<file path="src/rtl/smart_home_ctrl_p.sv">
// Smart-home supervisor: priority FSM driving one actuator at a time.
// Sensors: front/rear doors, NUM_WIN windows, fire alarm, room temperature.
// Doors are held open for at least DOOR_HOLD cycles; heating/cooling use a
// hysteresis band of HYST LSBs around the entry thresholds.
// Optional feature macro: SH_ALARM_LATCH_EN -- when defined, ALARM is latched
// until the fire sensor has cleared and alarm_ack is seen on the same edge.

package smart_home_ctrl_p_pkg;

  typedef enum logic [2:0] {
    ST_IDLE    = 3'd0,
    ST_FDOOR   = 3'd1,
    ST_RDOOR   = 3'd2,
    ST_ALARM   = 3'd3,
    ST_WIN     = 3'd4,
    ST_HEAT    = 3'd5,
    ST_COOL    = 3'd6,
    ST_ILLEGAL = 3'd7
  } state_e;

endpackage

module smart_home_ctrl_p
  import smart_home_ctrl_p_pkg::*;
#(
  parameter int unsigned NUM_WIN   = 4,
  parameter int unsigned TEMP_W    = 7,
  parameter int unsigned HEAT_TH   = 50,
  parameter int unsigned COOL_TH   = 85,
  parameter int unsigned HYST      = 3,
  parameter int unsigned DOOR_HOLD = 4,
  localparam int unsigned WID_W    = (NUM_WIN > 1) ? $clog2(NUM_WIN) : 1
) (
  input  logic               clk,
  input  logic               Rst,
  input  logic               SFD,
  input  logic               SRD,
  input  logic [NUM_WIN-1:0] SW,
  input  logic               SFA,
  input  logic [TEMP_W-1:0]  ST,
  input  logic               alarm_ack,
  output logic               fdoor,
  output logic               rdoor,
  output logic               winbuzz,
  output logic               alarmbuzz,
  output logic               heater,
  output logic               cooler,
  output logic [WID_W-1:0]   win_id,
  output logic [2:0]         display
);

  localparam int unsigned HOLD_W = (DOOR_HOLD > 1) ? $clog2(DOOR_HOLD) : 1;

  // Thresholds truncated to the temperature width.
  localparam logic [TEMP_W-1:0] HEAT_LO = TEMP_W'(HEAT_TH);
  localparam logic [TEMP_W-1:0] HEAT_HI = TEMP_W'(HEAT_TH + HYST);
  localparam logic [TEMP_W-1:0] COOL_HI = TEMP_W'(COOL_TH);
  localparam logic [TEMP_W-1:0] COOL_LO = TEMP_W'(COOL_TH - HYST);
  localparam logic [HOLD_W-1:0] HOLD_LOAD = HOLD_W'(DOOR_HOLD - 1);

  state_e            state_q, state_d;
  state_e            temp_state;
  logic [HOLD_W-1:0] hold_q, hold_d;
  logic [WID_W-1:0]  win_id_q, win_id_d, win_idx;
  logic              door_hold;
  logic              alarm_hold;
  logic              fdoor_q, rdoor_q, winbuzz_q, alarmbuzz_q, heater_q, cooler_q;

`ifdef SH_ALARM_LATCH_EN
  logic              latch_q;
`else
  logic              unused_alarm_ack;
  assign unused_alarm_ack = alarm_ack;
`endif

  // Lowest-index open window.
  always_comb begin
    win_idx = '0;
    for (int i = NUM_WIN - 1; i >= 0; i--) begin
      if (SW[i]) win_idx = WID_W'(i);
    end
  end

  // Temperature rule: stay inside the hysteresis band, otherwise strict entry.
  always_comb begin
    temp_state = ST_IDLE;
    if (state_q == ST_HEAT && ST < HEAT_HI) begin
      temp_state = ST_HEAT;
    end else if (state_q == ST_COOL && ST > COOL_LO) begin
      temp_state = ST_COOL;
    end else if (ST < HEAT_LO) begin
      temp_state = ST_HEAT;
    end else if (ST > COOL_HI) begin
      temp_state = ST_COOL;
    end
  end

  // Next state by fixed priority, with door hold and optional alarm latch.
  always_comb begin
    state_d    = ST_IDLE;
    hold_d     = '0;
    alarm_hold = 1'b0;
`ifdef SH_ALARM_LATCH_EN
    alarm_hold = latch_q && !(!SFA && alarm_ack);
`endif
    door_hold  = (state_q == ST_FDOOR || state_q == ST_RDOOR) && (hold_q != '0);

    if (state_q == ST_ILLEGAL) begin
      state_d = ST_IDLE;
    end else if (SFA || alarm_hold) begin
      state_d = ST_ALARM;
    end else if (door_hold) begin
      state_d = state_q;
    end else if (SFD) begin
      state_d = ST_FDOOR;
    end else if (SRD) begin
      state_d = ST_RDOOR;
    end else if (|SW) begin
      state_d = ST_WIN;
    end else begin
      state_d = temp_state;
    end

    // Load on door entry, count down while holding, otherwise idle at zero.
    if ((state_d == ST_FDOOR || state_d == ST_RDOOR) && state_d != state_q) begin
      hold_d = HOLD_LOAD;
    end else if (door_hold && state_d == state_q) begin
      hold_d = hold_q - HOLD_W'(1);
    end

    win_id_d = (state_d == ST_WIN) ? win_idx : '0;
  end

  // State, hold counter, window index and actuator registers.
  always_ff @(posedge clk) begin
    if (Rst) begin
      state_q     <= ST_IDLE;
      hold_q      <= '0;
      win_id_q    <= '0;
      fdoor_q     <= 1'b0;
      rdoor_q     <= 1'b0;
      winbuzz_q   <= 1'b0;
      alarmbuzz_q <= 1'b0;
      heater_q    <= 1'b0;
      cooler_q    <= 1'b0;
    end else begin
      state_q     <= state_d;
      hold_q      <= hold_d;
      win_id_q    <= win_id_d;
      fdoor_q     <= (state_d == ST_FDOOR);
      rdoor_q     <= (state_d == ST_RDOOR);
      winbuzz_q   <= (state_d == ST_WIN);
      alarmbuzz_q <= (state_d == ST_ALARM);
      heater_q    <= (state_d == ST_HEAT);
      cooler_q    <= (state_d == ST_COOL);
    end
  end

`ifdef SH_ALARM_LATCH_EN
  // Alarm latch follows entry into and release from ALARM.
  always_ff @(posedge clk) begin
    if (Rst) begin
      latch_q <= 1'b0;
    end else begin
      latch_q <= (state_d == ST_ALARM);
    end
  end
`endif

  assign fdoor     = fdoor_q;
  assign rdoor     = rdoor_q;
  assign winbuzz   = winbuzz_q;
  assign alarmbuzz = alarmbuzz_q;
  assign heater    = heater_q;
  assign cooler    = cooler_q;
  assign win_id    = win_id_q;
  assign display   = state_q;

endmodule

</file>
<file path="config.mk">
export PLATFORM = sky130hd
export DESIGN_NAME = smart_home_ctrl_p
export DESIGN_NICKNAME = d
export VERILOG_FILES = /design/src/rtl/smart_home_ctrl_p.sv
export SDC_FILE = /design/constraint.sdc
export NUM_CORES = 1
export LEC_CHECK = 0
export ABC_AREA = 1
export CAP_MARGIN = 20
export CORE_UTILIZATION = 42
export DETAILED_ROUTE_END_ITERATION = 10
export PLACE_DENSITY = 0.76
export SETUP_SLACK_MARGIN = 0.4
export SLEW_MARGIN = 30
export SYNTH_ARGS = -nofsm -noshare
export SYNTH_HDL_FRONTEND = slang
export SYNTH_SLANG_ARGS = --single-unit
export TNS_END_PERCENT = 5
</file>
<file path="constraint.sdc">
create_clock -name clk -period 2.3 [get_ports clk]
set_input_delay 0.345 -clock clk [delete_from_list [all_inputs] [get_ports clk]]
set_output_delay 0.345 -clock clk [all_outputs]
set_load 0.005 [all_outputs]
</file>
==> key figures, run 1 <==
Synthesis
  – Syn_nets: 150
  – Syn Std Cell Area: 814.5 um2
  – Compound-Gate Fraction of Synth Area: between 4 and 5%
  – Top FF cell, synth: dfxtp_1
  – Post-synthesis sequential area ratio: 31.95%
  – Count of different cell masters after synthesis: 19
  – Synth Area per Inst: 6.171 um2
  – Post-synthesis register bit count: 13
  – Synth cell count leaders: nand2_1, inv_1, nor2_1, nand3_1, dfxtp_1
  – Most frequent cell after synthesis: nand2_1
  – Post-Synth Simple-Gate Area: 50.69%
  – EDFF count, synth: 0
  – Synth async-reset ratio: 0%
  – Largest cells by area after synthesis: dfxtp_1, nand2_1, inv_1, nand3_1, nor2_1
  – Largest area contributor in the netlist: dfxtp_1
  – Yosys warnings: 0
  – Synth Instances: 132
  – Mux contribution to synthesized area: 0%
  – Largest family of logic cells by synthesized area: simple AND/OR/NAND/NOR gates
  – Adder-Cell Fraction of Synth Area: 1.536%
  – Top cell type's share of synthesized area: a little under a third
  – Synth Area in XOR/XNOR: 0%

Detailed routing
  – Vias/cell: around 5
  – Vias: approximately 960
  – Drt initial violations: 45
  – Drt first pass iters: 4
  – DRT Wirelength: approximately 2.2 mm
  – DRC errors left: 0
  – ANT nets after route: 0
  – Wire per inst: 11.29 um

Final layout
  – Area delta synth->final: 52.23%
  – # diodes: 0
  – Layout cell share with drive strength beyond 1: 27.22%
  – Post-layout nets: between 150 and 200

Worst hold path
  – Beginning of the worst hold path: SW[0]
  – WHS Endpoint: win_id[0]$_SDFF_PP0_
  – Hold path cells: 2
  – Hold Path Class: input port to flip-flop

Power
  – Pwr dens: 450.0 nW/um2
  – Leakage: approximately 0.64 nW
  – Max VDD drop: 0.0003956 V
  – Final Power: 0.5579 mW

Floorplan
  – Die H: 46.04 um
  – Site Rows: 15
  – Initial core utilization: 46.17%
  – # IOs: 28
  – Die area: around 2100 um2
  – Core Box Area: 1764 um2
  – Chip Width: 46.04 um

STA
  – Normalized max-slew margin: 78.13%
  – Max Slew Vio Count: 0
  – Setup violations, final: 0
  – Final period util: between 70% and 80%
  – Worst Tran Pin Value: 327.2 ps
  – Final setup skew: 1.742 ps
  – Peak Freq: 564.0 MHz
  – Setup tns final: 0 ps
  – Hold Violations, Final: 0
  – RSZ-0062 raised after global routing: false
  – Post-layout min period: 1773 ps

CTS
  – Clock Sinks: 13
  – Root buf cell: clkbuf_4
  – CTS tree: built
  – Clock latency on the worst-skew pair: about 280 ps
  – Maximum clock insertion buffer count: 2
  – Num CTS Buffers: 3
  – CTS H-tree lvls: 1
  – Clk slew on worst S/H paths: about 80 ps

Setup path
  – RR Startpoint: display[1]$_SDFF_PP0_
  – Kind of critical path: flip-flop to flip-flop
  – Crit-path max FO: 7
  – CP Capture Type: flip-flop
  – Cell count of the worst reg-to-reg path: 12
  – R2R setup slack: 530 ps
  – Arrival time at the worst endpoint: 1940 ps
  – CP Launch Type: flip-flop
  – Critical Path RT: 2470 ps
  – Reg-to-Reg End: hold_q[1]$_SDFF_PP0_

Placement
  – GP Congestion: 0.7321
  – IO Port Bufs: 26
  – HPWL after detailed placement: 1.490 mm

Run
  – Max Cap Viol: 0

GRT
  – Largest net degree at the start of global routing: 9
  – Number of global-route vias before repair: a little under 900
  – Met3 usage: 7.937%
  – GRT Util Overall: 23.41%
  – Met2 GRT Util: 38.31%
  – GR met1 Demand/Resource: a little over a quarter
  – First-pass GRT wire length: between 3 and 4 mm
  – Total grt overflow: 0
  – Initial antenna violation count: 0
  – GRT busiest layer: met2

Outcome
  – Status: complete, no violations
cell usage in the layout (no fill, tap or decap), drive strengths merged:
master         count
a21oi              5
buf                8
clkbuf             6
clkdlybuf4s15      2
clkdlybuf4s50     15
clkinv             1
dfxtp             13
dlygate4sd2        1
dlymetal6s2s       5
ha                 1
inv               23
nand2             45
nand3             14
nand3b             2
nand4              1
nor2              19
nor3               5
o21ai              2
or2                1
routing by layer:
layer | vias up | routed length [um]
met1 | 432 | 860
met2 | 45 | 1113
met4 | 0 | 38
met3 | 6 | 179
li1 | 481 | -
met5 | - | 0
logic make-up (layout without fill, tap and decap cells):
logic type,Yosys count,in the layout
fa+ha+maj,1,1
simple gates,87,87
buf+inv,24,61
flops,13,13
compound gates,7,7
worst max path at each step:
| stage | slack [ps] | start | end |
|---|---|---|---|
| finish | 530 | display[1]$_SDFF_PP0_ | hold_q[1]$_SDFF_PP0_ |
| floorplan | 730 | ST[5] | hold_q[0]$_SDFF_PP0_ |
| CTS | 400 | SW[1] | hold_q[1]$_SDFF_PP0_ |
| global route | 390 | display[1]$_SDFF_PP0_ | hold_q[1]$_SDFF_PP0_ |
| global placement | 100 | ST[3] | hold_q[1]$_SDFF_PP0_ |
| detailed placement | 20 | ST[3] | hold_q[1]$_SDFF_PP0_ |
per-stage QoR:
step	cell area, um2	setup WS [ps]	util [%]	hold WS, ps	cells
floorplan	814.5	730.3	-	414.7	132
global placement	1102	96.20	62.48	510.0	182
detailed placement	1102	23.23	62.48	533.3	182
CTS	1192	400.4	67.59	376.5	192
global route	1240	393.1	70.28	392.2	194
finish	1240	526.9	70.28	375.5	194
worst max-delay path, cell delays in order, from the launching register on:
cell and delay, ps:
dfxtp_4 400, inv_2 50, nand2_1 80, nand2_1 80, nand2_2 110, nand3_1 130
nor3_4 210, o21ai_4 100, buf_4 150, nand3b_1 110, nand2_1 90, o21ai_2 80
a21oi_1 90
sequential cells by signal, indices dropped and copies added (netlist names):
name / cells
alarmbuzz: 1
fdoor: 1
rdoor: 1
hold_q: 2
win_id: 2
winbuzz: 1
heater: 1
cooler: 1
display: 3
cell type report:
class,instances,area (um2)
fill,162,524.3
sequential,13,266.5
multi-input combinational,95,511.7
clock buffer,3,22.52
inverter,23,86.33
timing repair buffer,34,316.6
tap,25,31.28
clock inverter,1,5.005
timing repair:
item | 4_1_cts | 5_1_grt
buffers inserted | 6 | 2
endpoints found under the setup margin | 2 | 7
hold buffers | 0 | 0
pin swaps | 4 | 12
hold endpoints to repair | 0 | 0
gates resized for setup | 12 | 26
report_power, final:
group | total, mW | internal (mW) | switching [mW]
clock network | 0.141 | 0.0647 | 0.0766
registers | 0.247 | 0.237 | 0.00932
logic | 0.170 | 0.0764 | 0.0936
Note: power is estimated with default switching activity, not from simulation.
==> run 2: changes to the inputs <==
- clock period: 2.3 -> 1.8 ns (I/O delays scaled with it)
==> run 2 against run 1 <==
Net effect: the run now ends with negative setup slack left; wire length grew 58%; via count rose by 19%; largest cell class unchanged; highest routed layer unchanged; cell area is 27% higher; sequential share of layout area fell by 4.2 points; register-to-register slack worse by 550 ps; largest power group is now combinational cells.
==> key figures, run 2 (synthesis gave the netlist of run 1 again) <==
Outcome
  – Failing checks: negative setup slack
  – Status: complete, but fails checks

Run
  – Max Cap Viol: 0

CTS
  – Clock Sinks: 13
  – Clock latency on the worst-skew pair: 290 ps
  – Num CTS Buffers: 3
  – Root buf cell: clkbuf_4
  – CTS H-tree lvls: 1
  – Hold-fix buffer count after cts: 0
  – CTS tree: built
  – Clk slew on worst S/H paths: roughly 90 ps
  – Maximum clock insertion buffer count: 2

Detailed routing
  – Drt first pass iters: 4
  – ANT nets after route: 0
  – Drt initial violations: 61
  – Wire per inst: around 16 um
  – DRT Wirelength: approximately 3.5 mm
  – Vias: 1149
  – Vias/cell: 5.319
  – DRC errors left: 0

GRT
  – GRT Util Overall: 29.33%
  – Largest net degree at the start of global routing: 9
  – Total grt overflow: 0
  – Initial antenna violation count: 0
  – Number of global-route vias before repair: 1041
  – First-pass GRT wire length: about 4.3 mm

Setup path
  – RR Startpoint: display[1]$_SDFF_PP0_
  – Crit-path max FO: 5
  – R2R setup slack: -20 ps
  – Kind of critical path: input port to flip-flop
  – CP peak stage delay: 300 ps
  – Reg-to-Reg End: alarmbuzz$_SDFF_PP0_
  – CP Cell Sequence: dlygate4sd2_1, or2_1, nand3_1, nand2_1, nand2_1, nand2_1, nand2_1, nand2_1, nand2_2, nand2_4, buf_4, buf_4, nor3_1
  – Cell count of the worst reg-to-reg path: 13
  – CP Launch Type: input port
  – Arrival time at the worst endpoint: between 2000 and 2500 ps
  – Most Frequent Cell on Critical Path: nand2_1
  – Slowest CP cell: or2_1
  – WP buf/inv: 3
  – Critical Path RT: 1980 ps
  – CP Capture Type: flip-flop
  – Cell family with most CP delay: simple AND/OR/NAND/NOR gates

Final layout
  – Layout cell share with drive strength beyond 1: 50.79%
  – Area delta synth->final: 93.24%
  – Final Util: about nine tenths
  – Post-layout nets: 210
  – Commonest cells after routing, fill and taps aside: buf_4, nand2_1, inv_1, nand2_2, clkdlybuf4s50_1
  – # diodes: 0
  – Most common cell after layout, fill and taps aside: buf_4
  – Largest register FFs: 3

Floorplan
  – Site Rows: 15
  – Core Box Area: 1764 um2
  – # IOs: 28
  – Initial core utilization: 46.17%
  – Die area: 2120 um2
  – Chip Width: roughly 46 um
  – Die H: 46.04 um

STA
  – Peak Freq: 540.3 MHz
  – Worst hold slack: 368.1 ps
  – Worst Tran Pin Value: about 250 ps
  – Final setup skew: around 5.3 ps
  – Normalized max-slew margin: 83.06%
  – Hold Violations, Final: 0
  – Setup violations, final: 3
  – Final period util: 102.8%
  – Max Slew Vio Count: 0
  – RSZ-0062 raised after global routing: true
  – Final WS setup: -50.88 ps
  – Post-layout min period: 1851 ps

Power
  – Sw frac: 35.93%
  – Max VDD drop: approximately 0.00057 V
  – Sequential share of power: 37.1%
  – Combinational share of power: about 41%
  – Pwr dens: 542.3 nW/um2
  – Leakage: approximately 0.75 nW
  – Internal power: 0.5469 mW
  – Clock network power share: 22.0%
  – Sw Pwr: roughly 0.3 mW

Placement
  – HPWL after detailed placement: 1.668 mm
  – Worst slack, placed: -395.8 ps
  – IO Port Bufs: 26
  – GP Congestion: 0.7656

Worst hold path
  – Beginning of the worst hold path: SW[0]
  – Hold path cells: 3
  – WHS Endpoint: win_id[0]$_SDFF_PP0_
  – Hold Path Class: input port to flip-flop
==> run 2: cell count changes in the layout (fill, tap and decap cells not counted), sizes merged <==
cell           previous run  this run
buf                       8        30
clkdlybuf4s15             2         1
clkdlybuf4s50            15        16
dlymetal6s2s              5         0
dlygate4sd2               1         6
==> run 2: metrics by stage <==
step	power [mW]	cells	TNS, ps	instance area [um2]
6_report	0.8537	216	-91.05	1574
2_1_floorplan	0.4357	132	0	864.6
3_3_place_gp	0.5460	198	-2756	1272
5_1_grt	0.8917	216	-406.0	1574
3_5_place_dp	0.5530	198	-3202	1272
4_1_cts	0.7856	212	0	1461
==> run 2: worst max path at each step <==
stage,startpoint,to,slack [ps],cells after the start
floorplan,ST[5],hold_q[0]$_SDFF_PP0_,320,17
global placement,ST[5],hold_q[0]$_SDFF_PP0_,-320,19
detailed placement,ST[6],hold_q[1]$_SDFF_PP0_,-400,17
CTS,hold_q[0]$_SDFF_PP0_,win_id[0]$_SDFF_PP0_,110,13
global route,display[0]$_SDFF_PP0_,hold_q[0]$_SDFF_PP0_,-80,13
finish,ST[2],alarmbuzz$_SDFF_PP0_,-50,13
==> run 2: power groups by stage <==
stage / clock network [mW] / logic, mW / registers (mW)
after floorplan: 0 / 0.115 / 0.321
after global placement: 0 / 0.225 / 0.321
after detailed placement: 0 / 0.231 / 0.322
after CTS: 0.185 / 0.286 / 0.315
after global routing: 0.206 / 0.368 / 0.318
final: 0.188 / 0.350 / 0.316
==> run 2: worst reg2reg max path: stages (launching register included) <==
cell,delay (ps)
dfxtp_4,380
inv_2,70
nand2_2,70
nor2_2,120
nand3_2,100
nand2_1,80
nand2_1,60
nand2_1,70
nand2_1,60
nand2_2,120
nand2_4,80
buf_4,140
buf_4,120
nor3_1,240
==> run 2: layout make-up <==
| type | count | area (um2) |
|---|---|---|
| multi-input combinational | 95 | 663.1 |
| clock inverter | 1 | 5.005 |
| tap | 25 | 31.28 |
| sequential | 13 | 272.8 |
| fill | 88 | 190.2 |
| inverter | 23 | 105.1 |
| clock buffer | 3 | 22.52 |
| timing repair buffer | 56 | 474.2 |
==> run 2: what timing repair did <==
item / in CTS / in global routing
setup buffers: 10 / 4
gates resized for setup: 37 / 32
pin swaps: 22 / 26
setup endpoints to repair: 16 / 22
==> run 2: routing by layer <==
metal / routed length, um / up-vias / track usage [%]
met3: 252 / 28 / 8.333
met1: 1369 / 508 / 32.70
met2: 1627 / 80 / 48.45
met5: 0 / - / 0
li1: - / 533 / -
met4: 216 / 0 / 18.24
